$ cat src/rtl/gpu_clut_pkg.sv
// Shared constants and types for the GPU palette (CLUT) fill engine.
// A palette line is 32 bytes: eight 32-bit beats, sixteen 16-bit colours.
package gpu_clut_pkg;

    localparam int CLUT_BEATS         = 8;
    localparam int CLUT_LINES         = 16;
    localparam int VRAM_LINES_PER_ROW = 64;
    localparam int LINE_ADDR_W        = 15;
    localparam int CLUT_X_W           = 6;
    localparam int CLUT_Y_W           = 9;
    localparam int BLK_W              = 4;
    localparam int BEAT_IDX_W         = 3;
    localparam int BEAT_W             = 32;
    localparam int LINE_W             = CLUT_BEATS * BEAT_W;

    typedef enum logic [1:0] {
        S_IDLE,
        S_REQ,
        S_RECV,
        S_WRITE
    } clut_state_e;

    // Row-major line address; X is already reduced modulo the row width.
    function automatic logic [LINE_ADDR_W-1:0] line_addr(
        input logic [CLUT_Y_W-1:0] y,
        input logic [CLUT_X_W-1:0] x
    );
        return {y, x};
    endfunction

endpackage

$ cat src/rtl/clut_line_assembler.sv
// Collects eight 32-bit memory beats into one 256-bit palette line.
// The line register holds its contents until the next line overwrites it.
module clut_line_assembler
    import gpu_clut_pkg::*;
(
    input  logic              i_clk,
    input  logic              i_nrst,
    input  logic              i_clear,
    input  logic              i_en,
    input  logic              i_valid,
    input  logic [BEAT_W-1:0] i_data,
    output logic [LINE_W-1:0] o_line,
    output logic              o_last
);

    logic [BEAT_IDX_W-1:0] beat_q;
    logic [BEAT_IDX_W-1:0] beat_d;
    logic [LINE_W-1:0]     line_q;
    logic [LINE_W-1:0]     line_d;
    logic                  take;

    assign take = i_en && i_valid;

    always_comb begin
        beat_d = beat_q;
        line_d = line_q;
        if (i_clear) begin
            beat_d = '0;
        end else if (take) begin
            for (int b = 0; b < CLUT_BEATS; b++) begin
                if (beat_q == BEAT_IDX_W'(b)) begin
                    line_d[b*BEAT_W +: BEAT_W] = i_data;
                end
            end
            beat_d = beat_q + BEAT_IDX_W'(1);
        end
    end

    always_ff @(posedge i_clk or negedge i_nrst) begin
        if (!i_nrst) begin
            beat_q <= '0;
            line_q <= '0;
        end else begin
            beat_q <= beat_d;
            line_q <= line_d;
        end
    end

    assign o_line = line_q;
    assign o_last = take && (beat_q == BEAT_IDX_W'(CLUT_BEATS - 1));

endmodule

$ cat src/rtl/clut_loader.sv
// Palette cache fill engine: fetches 1 or 16 palette lines from VRAM and
// writes them into the line store, skipping the fetch on a tag hit.
module clut_loader
    import gpu_clut_pkg::*;
(
    input  logic                   i_clk,
    input  logic                   i_nrst,
    input  logic                   i_loadReq,
    input  logic [CLUT_X_W-1:0]    i_clutX,
    input  logic [CLUT_Y_W-1:0]    i_clutY,
    input  logic                   i_is8bpp,
    input  logic                   i_invalidate,
    output logic                   o_ready,
    output logic                   o_done,
    output logic                   o_memReq,
    output logic [LINE_ADDR_W-1:0] o_memAddr,
    input  logic                   i_memAck,
    input  logic                   i_memValid,
    input  logic [BEAT_W-1:0]      i_memData,
    output logic                   o_write,
    output logic [BLK_W-1:0]       o_writeBlockIndex,
    output logic [LINE_W-1:0]      o_colors
);

    clut_state_e            state_q, state_d;
    logic [CLUT_X_W-1:0]    x_q, x_d;
    logic [CLUT_Y_W-1:0]    y_q, y_d;
    logic                   mode8_q, mode8_d;
    logic [BLK_W-1:0]       blk_q, blk_d;
    logic                   pend_q, pend_d;
    logic                   tag_valid_q, tag_valid_d;
    logic [CLUT_X_W-1:0]    tag_x_q, tag_x_d;
    logic [CLUT_Y_W-1:0]    tag_y_q, tag_y_d;
    logic                   tag8_q, tag8_d;
    logic                   ready_q, ready_d;
    logic                   done_q, done_d;
    logic                   req_q, req_d;
    logic                   write_q, write_d;
    logic [LINE_ADDR_W-1:0] addr_q, addr_d;
    logic                   hit;
    logic                   last_blk;
    logic                   asm_last;
    logic [LINE_W-1:0]      asm_line;

    // An 8bpp tag also covers the 4bpp palette at the same origin.
    assign hit = tag_valid_q && !i_invalidate
              && (i_clutX == tag_x_q) && (i_clutY == tag_y_q)
              && (!i_is8bpp || tag8_q);

    assign last_blk = mode8_q ? (blk_q == BLK_W'(CLUT_LINES - 1))
                              : (blk_q == '0);

    clut_line_assembler u_asm (
        .i_clk   (i_clk),
        .i_nrst  (i_nrst),
        .i_clear (state_q == S_REQ),
        .i_en    (state_q == S_RECV),
        .i_valid (i_memValid),
        .i_data  (i_memData),
        .o_line  (asm_line),
        .o_last  (asm_last)
    );

    always_comb begin
        state_d     = state_q;
        x_d         = x_q;
        y_d         = y_q;
        mode8_d     = mode8_q;
        blk_d       = blk_q;
        pend_d      = pend_q;
        tag_valid_d = tag_valid_q;
        tag_x_d     = tag_x_q;
        tag_y_d     = tag_y_q;
        tag8_d      = tag8_q;
        addr_d      = addr_q;
        done_d      = 1'b0;

        // An in-flight load may be reading stale VRAM; keep it untagged.
        if (i_invalidate) begin
            tag_valid_d = 1'b0;
            if (state_q != S_IDLE) pend_d = 1'b1;
        end

        unique case (state_q)
            S_IDLE: begin
                if (i_loadReq) begin
                    if (hit) begin
                        done_d = 1'b1;
                    end else begin
                        x_d     = i_clutX;
                        y_d     = i_clutY;
                        mode8_d = i_is8bpp;
                        blk_d   = '0;
                        pend_d  = 1'b0;
                        addr_d  = line_addr(i_clutY, i_clutX);
                        state_d = S_REQ;
                    end
                end
            end
            S_REQ: begin
                if (i_memAck) state_d = S_RECV;
            end
            S_RECV: begin
                if (asm_last) state_d = S_WRITE;
            end
            S_WRITE: begin
                if (last_blk) begin
                    state_d     = S_IDLE;
                    done_d      = 1'b1;
                    tag_x_d     = x_q;
                    tag_y_d     = y_q;
                    tag8_d      = mode8_q;
                    tag_valid_d = !pend_q && !i_invalidate;
                end else begin
                    blk_d   = blk_q + BLK_W'(1);
                    addr_d  = line_addr(y_q, x_q + CLUT_X_W'(blk_q) + CLUT_X_W'(1));
                    state_d = S_REQ;
                end
            end
            default: state_d = S_IDLE;
        endcase

        ready_d = (state_d == S_IDLE);
        req_d   = (state_d == S_REQ);
        write_d = (state_d == S_WRITE);
    end

    always_ff @(posedge i_clk or negedge i_nrst) begin
        if (!i_nrst) begin
            state_q     <= S_IDLE;
            x_q         <= '0;
            y_q         <= '0;
            mode8_q     <= 1'b0;
            blk_q       <= '0;
            pend_q      <= 1'b0;
            tag_valid_q <= 1'b0;
            tag_x_q     <= '0;
            tag_y_q     <= '0;
            tag8_q      <= 1'b0;
            ready_q     <= 1'b1;
            done_q      <= 1'b0;
            req_q       <= 1'b0;
            write_q     <= 1'b0;
            addr_q      <= '0;
        end else begin
            state_q     <= state_d;
            x_q         <= x_d;
            y_q         <= y_d;
            mode8_q     <= mode8_d;
            blk_q       <= blk_d;
            pend_q      <= pend_d;
            tag_valid_q <= tag_valid_d;
            tag_x_q     <= tag_x_d;
            tag_y_q     <= tag_y_d;
            tag8_q      <= tag8_d;
            ready_q     <= ready_d;
            done_q      <= done_d;
            req_q       <= req_d;
            write_q     <= write_d;
            addr_q      <= addr_d;
        end
    end

    assign o_ready           = ready_q;
    assign o_done            = done_q;
    assign o_memReq          = req_q;
    assign o_memAddr         = addr_q;
    assign o_write           = write_q;
    assign o_writeBlockIndex = blk_q;
    assign o_colors          = asm_line;

endmodule
$ cat config.mk
export PLATFORM = sky130hd
export DESIGN_NAME = clut_loader
export DESIGN_NICKNAME = d
export VERILOG_FILES = /design/src/rtl/gpu_clut_pkg.sv /design/src/rtl/clut_line_assembler.sv /design/src/rtl/clut_loader.sv
export SDC_FILE = /design/constraint.sdc
export NUM_CORES = 1
export LEC_CHECK = 0
export ABC_AREA = 1
export BUFFER_PORTS_ARGS = -buffer_cell sky130_fd_sc_hd__buf_2
export CORE_MARGIN = 2
export CORE_UTILIZATION = 50
export CTS_CLUSTER_SIZE = 8
export DETAILED_ROUTE_END_ITERATION = 7
export PLACE_DENSITY = 0.78
export SYNTH_ARGS = -nofsm -noshare
export SYNTH_HDL_FRONTEND = slang
export SYNTH_SLANG_ARGS = --single-unit
$ cat constraint.sdc
create_clock -name i_clk -period 2.5 [get_ports i_clk]
set_input_delay 0.125 -clock i_clk [delete_from_list [all_inputs] [get_ports i_clk]]
set_output_delay 0.125 -clock i_clk [all_outputs]
set_load 0.01 [all_outputs]
# Word-level counts from Yosys, hierarchy flattened
# Cells that the tools add are included.
[totals]
register_bits = 318
in_bits = 54
out_inout_bits = 279
elab_cells = 106
[classes]
n_addsub = 4
eq_ne = 18
mux = 29
n_bitwise = 2
n_reduce_logical = 29
[op_table]
columns = ["op", "n"]
rows = [
  ["2-to-1 mux 15 bit", 3],
  ["case mux 15 bit (2 select lines)", 1],
  ["AND reduction 3 bit", 9],
  ["2-to-1 mux 1 bit", 13],
  ["equality test 3 bit, second input constant", 4],
  ["2-to-1 mux 4 bit", 3],
  ["equality test 9 bit", 1],
  ["2-to-1 mux 2 bit", 4],
  ["case mux 2 bit (4 select lines)", 1],
  ["case mux 4 bit (2 select lines)", 1],
  ["logical AND 1 bit", 7],
  ["adder 6 x 1 -> 6 bit, second input constant", 1],
  ["adder 6 x 4 -> 6 bit", 1],
  ["equality test 2 bit, second input constant", 3],
  ["equality test 3 x 2 -> 1 bit, second input constant", 2],
  ["equality test 6 bit", 1],
  ["2-to-1 mux 3 bit", 2],
  ["inequality test 2 bit, second input constant", 3],
  ["nonzero test 2 bit", 3],
  ["adder 4 x 1 -> 4 bit, second input constant", 1],
  ["equality test 2 x 1 -> 1 bit, second input constant", 2],
  ["equality test 4 bit, second input constant", 1],
  ["logical NOT 2 bit", 2],
  ["logical NOT 4 bit", 1],
  ["9 further kinds", 12],
]

# Depth between registers and ports, before layout
[depth]
word_depth = 9
mapped_depth = 13
mapped_depth_nobuf = 12

# Cells and area by module
# From an unflattened synthesis, not the netlist that was laid out.
[hier_totals]
hier_cells = 1601
area_unflattened_um2 = 13824.5
[by_module_without_submodules]
columns = ["mod", "instances", "cells_per_inst", "area_per_inst_um2"]
rows = [
  ["clut_line_assembler", 1, 1180, 10538.9],
  ["clut_loader", 1, 421, 3285.7],
]

# Worst setup path before layout
# No wires, ideal clock.
[synth_timing]
kind = "register to register"
startpoint = "register blk_q[0] (netlist: o_writeBlockIndex[0])"
endpoint = "register addr_q[4] (netlist: o_memAddr[4])"
setup_ps = 117
arrival_time_ps = 1757
required_ps = 2383
path_slack_ps = 627
stages_incl_launch_ff = 12
n_path_buf = 0
synth_period_minus_slack_ps = 1873
cell_sequence = "dfrtp_1 -> inv_1 -> ha_1 -> inv_1 -> fa_1 -> nand3_1 -> nand2_1 -> or2_2 -> nand3_1 -> o21ai_0 -> nand3_1 -> nand2_1"
[synth_between]
elab_chain_cells = 4
[synth_lines]
columns = ["item", "line", "text"]
rows = [
  ["start, declared", "clut_loader.sv:29", "logic [BLK_W-1:0] blk_q, blk_d;"],
  ["start signal, assigned", "clut_loader.sv:150", "blk_q <= blk_d;"],
  ["adder 6 x 4 -> 6 bit, or another cell as far along", "clut_loader.sv:116", "addr_d = line_addr(y_q, x_q + CLUT_X_W'(blk_q) + CLUT_X_W'(1));"],
  ["adder 6 x 1 -> 6 bit / 2-to-1 mux 1 bit (equally long branches)", "clut_loader.sv:116, clut_loader.sv:50", ""],
  ["2-to-1 mux 15 bit / inequality test 2 bit (equally long branches)", "--", ""],
  ["case mux 15 bit (2 select lines) / AND reduction 4 bit (equally long branches)", "--", ""],
  ["end signal, assigned", "clut_loader.sv:160", "addr_q <= addr_d;"],
  ["end, declared", "clut_loader.sv:39", "logic [LINE_ADDR_W-1:0] addr_q, addr_d;"],
]
# Parallel ways exist; a longest one is shown, timed or not. The select of a mux whose other input is x is not followed.
# A chain may end at the register's enable or synchronous reset.

# Worst setup path after layout
# Same ends and word-level chain as after synthesis.

==> impl_summary.log <==
[metrics] result of the run: completed
[metrics] clock transition at the registers of the reported paths: 50 ps
[metrics] data arrival time of the worst path: 2410 ps
[metrics] kind of start point of the critical path: flop
[metrics] TritonCTS clock tree: done
[metrics] Rel. slew slack: 54.9%
[metrics] top area cells in the synthesized netlist: dfrtp_1 (64%), nand2_1 (12%), o21ai_0 (12%)
[metrics] number of design rule violations left after detail routing: 0
[metrics] routed wirelength normalized by instance count: 17.0 microns
[metrics] fraction of the cycle the final worst path needs: 79.9%
[metrics] total of endpoints with negative setup slack in the final report: 0
[metrics] Crit Path Max Fanout: 6
[metrics] final worst path period need: 2000 ps
[metrics] TNS Setup: 0 ps
[metrics] worst clock skew: 20.5 ps
[metrics] total leakage power: 0.00870 uW
[metrics] Cell variety after synth: 31
[metrics] count of flip-flops with a built-in enable after synthesis: 0
[metrics] Port Buf Inserts: 332
[metrics] post-detailed-route via-to-cell ratio: 5.20
[metrics] Die Footprint: 0.0261 sq mm
[metrics] worst min path class: in -> reg
[metrics] DIE HEIGHT: 161 microns
[metrics] Layout area overhead: 28.9%
[metrics] post-synth top area share: 64.0%
[metrics] Final ANT Viol Nets: 0
[metrics] share of post-route cells with drive strength above 1: 26.6%
[metrics] post-CTS setup repair buffer count: 0
[metrics] final layout net count: 1721
[metrics] total core area: 0.0243 sq mm
[metrics] peak clock frequency supported by timing: 0.501 GHz
[metrics] count of pins on the block boundary: 333
[metrics] global-route wire length before repair: 54200 microns
[metrics] max-cap viol count: 0
[metrics] Gates resized, CTS repair: 0
[metrics] synthesized cell area: 0.0124 sq mm
[metrics] Clock Path Buffers: 3
[metrics] element type at the critical path end: flop
[metrics] largest voltage drop on the vdd net: 542 uV
[metrics] number of antenna violations at the first check in global routing: 0
[metrics] Worst Path Required: 2910 ps
[metrics] post-detail-place hpwl: 22500 microns
[metrics] sequential cell area fraction in the yosys report: 64.2%
[metrics] largest area contributor in the netlist: dfrtp_1
[metrics] number of clock sinks seen by CTS: 318
[metrics] Final Hold Violating Endpoints: 0
[metrics] setup repair after global routing missed its margin: false
[metrics] initial core utilization: 51.0%
[metrics] site row count: 57
[metrics] vias post-DR: 10300
[metrics] Horiz. Die Dim: 161 microns
[metrics] power density over the cells: 975 mW/mm^2
[metrics] WL final: 33700 microns
[metrics] synthesis-stage register bit count: 318
[metrics] total of warnings raised by yosys: 0
[metrics] number of instances in the synthesized netlist: 1279
[metrics] clock root buffer master: clkbuf_16
[metrics] final core utilization: 65.7%
[metrics] category of the critical setup timing path: reg -> reg
[metrics] Post-Synthesis Mean Instance Area: 9.69 sq um
[metrics] nets in the synthesized netlist: 1351
[metrics] routability cong.: 0.856
[metrics] antenna diode count: 0
[metrics] maximum level of the CTS H-tree: 2
[metrics] vias in the first global route: 10200
[metrics] Clk Latency, worst-skew pair: 530 ps
[metrics] async set-reset flop share out of synthesis: 100%
[metrics] initial drt markers: 618
[metrics] total gr overflow: 0
[metrics] slew of the pin with the lowest slew margin: 676 ps
[metrics] overall global routing resource usage: 26.2%
[metrics] detailed-router iteration count before antenna repair: 6
[metrics] number of buffers added by the clock tree synthesis step: 45
[metrics] hold buffer count at cts: 32
[metrics] largest net degree at the start of global routing: 88
[metrics] main flop type after synthesis: dfrtp_1
[metrics] max-slew violation count: 0
[path summary, 6_finish.rpt]
path	cells past startpoint	to	slack, ps	start
min in group asynchronous	2	u_asm.o_line[120]	220	i_nrst
worst max register to register	11	o_memAddr[4]	500	o_writeBlockIndex[0]
max in group asynchronous	3	u_asm.o_line[98]	1460	i_nrst
worst max-delay path	11	o_memAddr[4]	500	o_writeBlockIndex[0]
worst min register to register	1	tag_valid_q	470	pend_q
worst min-delay path	3	u_asm.o_line[132]	10	i_memData[4]
[worst max-delay path: stages (launching register included)]
cell     delay [ps]
dfrtp_1         430
inv_1           110
ha_1            150
inv_1            80
fa_1            410
nand3_1          80
nand2_1          60
or2_2           270
nand3_1          60
o21ai_0          80
nand3_1         100
nand2_1          50
[cell usage after synthesis, types with 3 or more instances]
library cell and instances:
nand2_1 398, o21ai_0 292, a21oi_1 14, mux2_2 8, dfrtp_1 317, nand2_2 3
buf_2 7, nor2_1 32, nand3_1 25, buf_6 4, inv_2 4, nand3_2 10
clkbuf_1 47, inv_1 79, ha_1 17
[sequential cells by signal (all words and copies together) (netlist names), 2 cells and up]
| signal | cells |
|---|---|
| x_q | 6 |
| u_asm.beat_q | 3 |
| o_writeBlockIndex | 4 |
| state_q | 2 |
| u_asm.o_line | 256 |
| y_q | 9 |
| tag_x_q | 6 |
| tag_y_q | 9 |
| o_memAddr | 15 |
[through the flow]
stage          cell area [sq um]  total power (uW)  setup slack [ps]  instances  hold WS [ps]
2_1_floorplan              12400              8870               627       1279          -171
4_1_cts                    16000             15700               497       1983         0.603
3_3_place_gp               14400             10100               543       1894           177
6_report                   16000             15600               502       1983          10.4
5_1_grt                    16000             16500               280       1983          17.5
3_5_place_dp               14400             10200               492       1894           187
[cells in the final DEF (no fill, tap or decap), drive strengths merged, types with 2 or more instances in the layout]
| cell | Yosys | final |
|---|---|---|
| a21oi | 15 | 15 |
| buf | 14 | 352 |
| clkbuf | 47 | 54 |
| clkinv | 2 | 2 |
| dfrtp | 317 | 317 |
| dlygate4sd3 | 0 | 32 |
| ha | 17 | 17 |
| inv | 83 | 86 |
| mux2 | 8 | 8 |
| nand2 | 403 | 403 |
| nand3 | 35 | 35 |
| nand4 | 2 | 2 |
| nor2 | 34 | 34 |
| o21ai | 292 | 292 |
| xnor2 | 2 | 2 |
[logic make-up (layout without fill, tap and decap cells)]
| kind of cell | Yosys count | count (layout) | synth area share [%] |
|---|---|---|---|
| mux | 8 | 8 | 0.727 |
| buf+inv | 146 | 526 | 4.89 |
| simple gates | 477 | 477 | 15.5 |
| compound gates | 309 | 309 | 12.5 |
| fa+ha+maj | 18 | 18 | 1.88 |
| xor+xnor | 3 | 3 | 0.212 |
| flops | 318 | 318 | 64.2 |
[power breakdown]
group / internal [uW] / switching (uW)
Combinational: 1350 / 2200
Sequential: 6130 / 583
Clock: 3250 / 2070
Total: 10700 / 4850
[final cells by class]
cell class	count	area (sq um)
Multi-Input combinational cell	815	3850
Sequential cell	318	7960
Clock inverter	3	37.5
Fill cell	1929	8350
Timing Repair Buffer	384	2230
Inverter	85	319
Tap cell	324	405
Clock buffer	54	1170
[routing by layer]
layer	wire, microns	vias to the layer above	global-route usage [%]
li1	-	4852	-
met1	13900	4994	34.0
met2	15800	387	42.0
met3	2850	78	7.47
met4	1260	0	10.5
met5	0	-	0
Power figures use the tool's default switching activity.
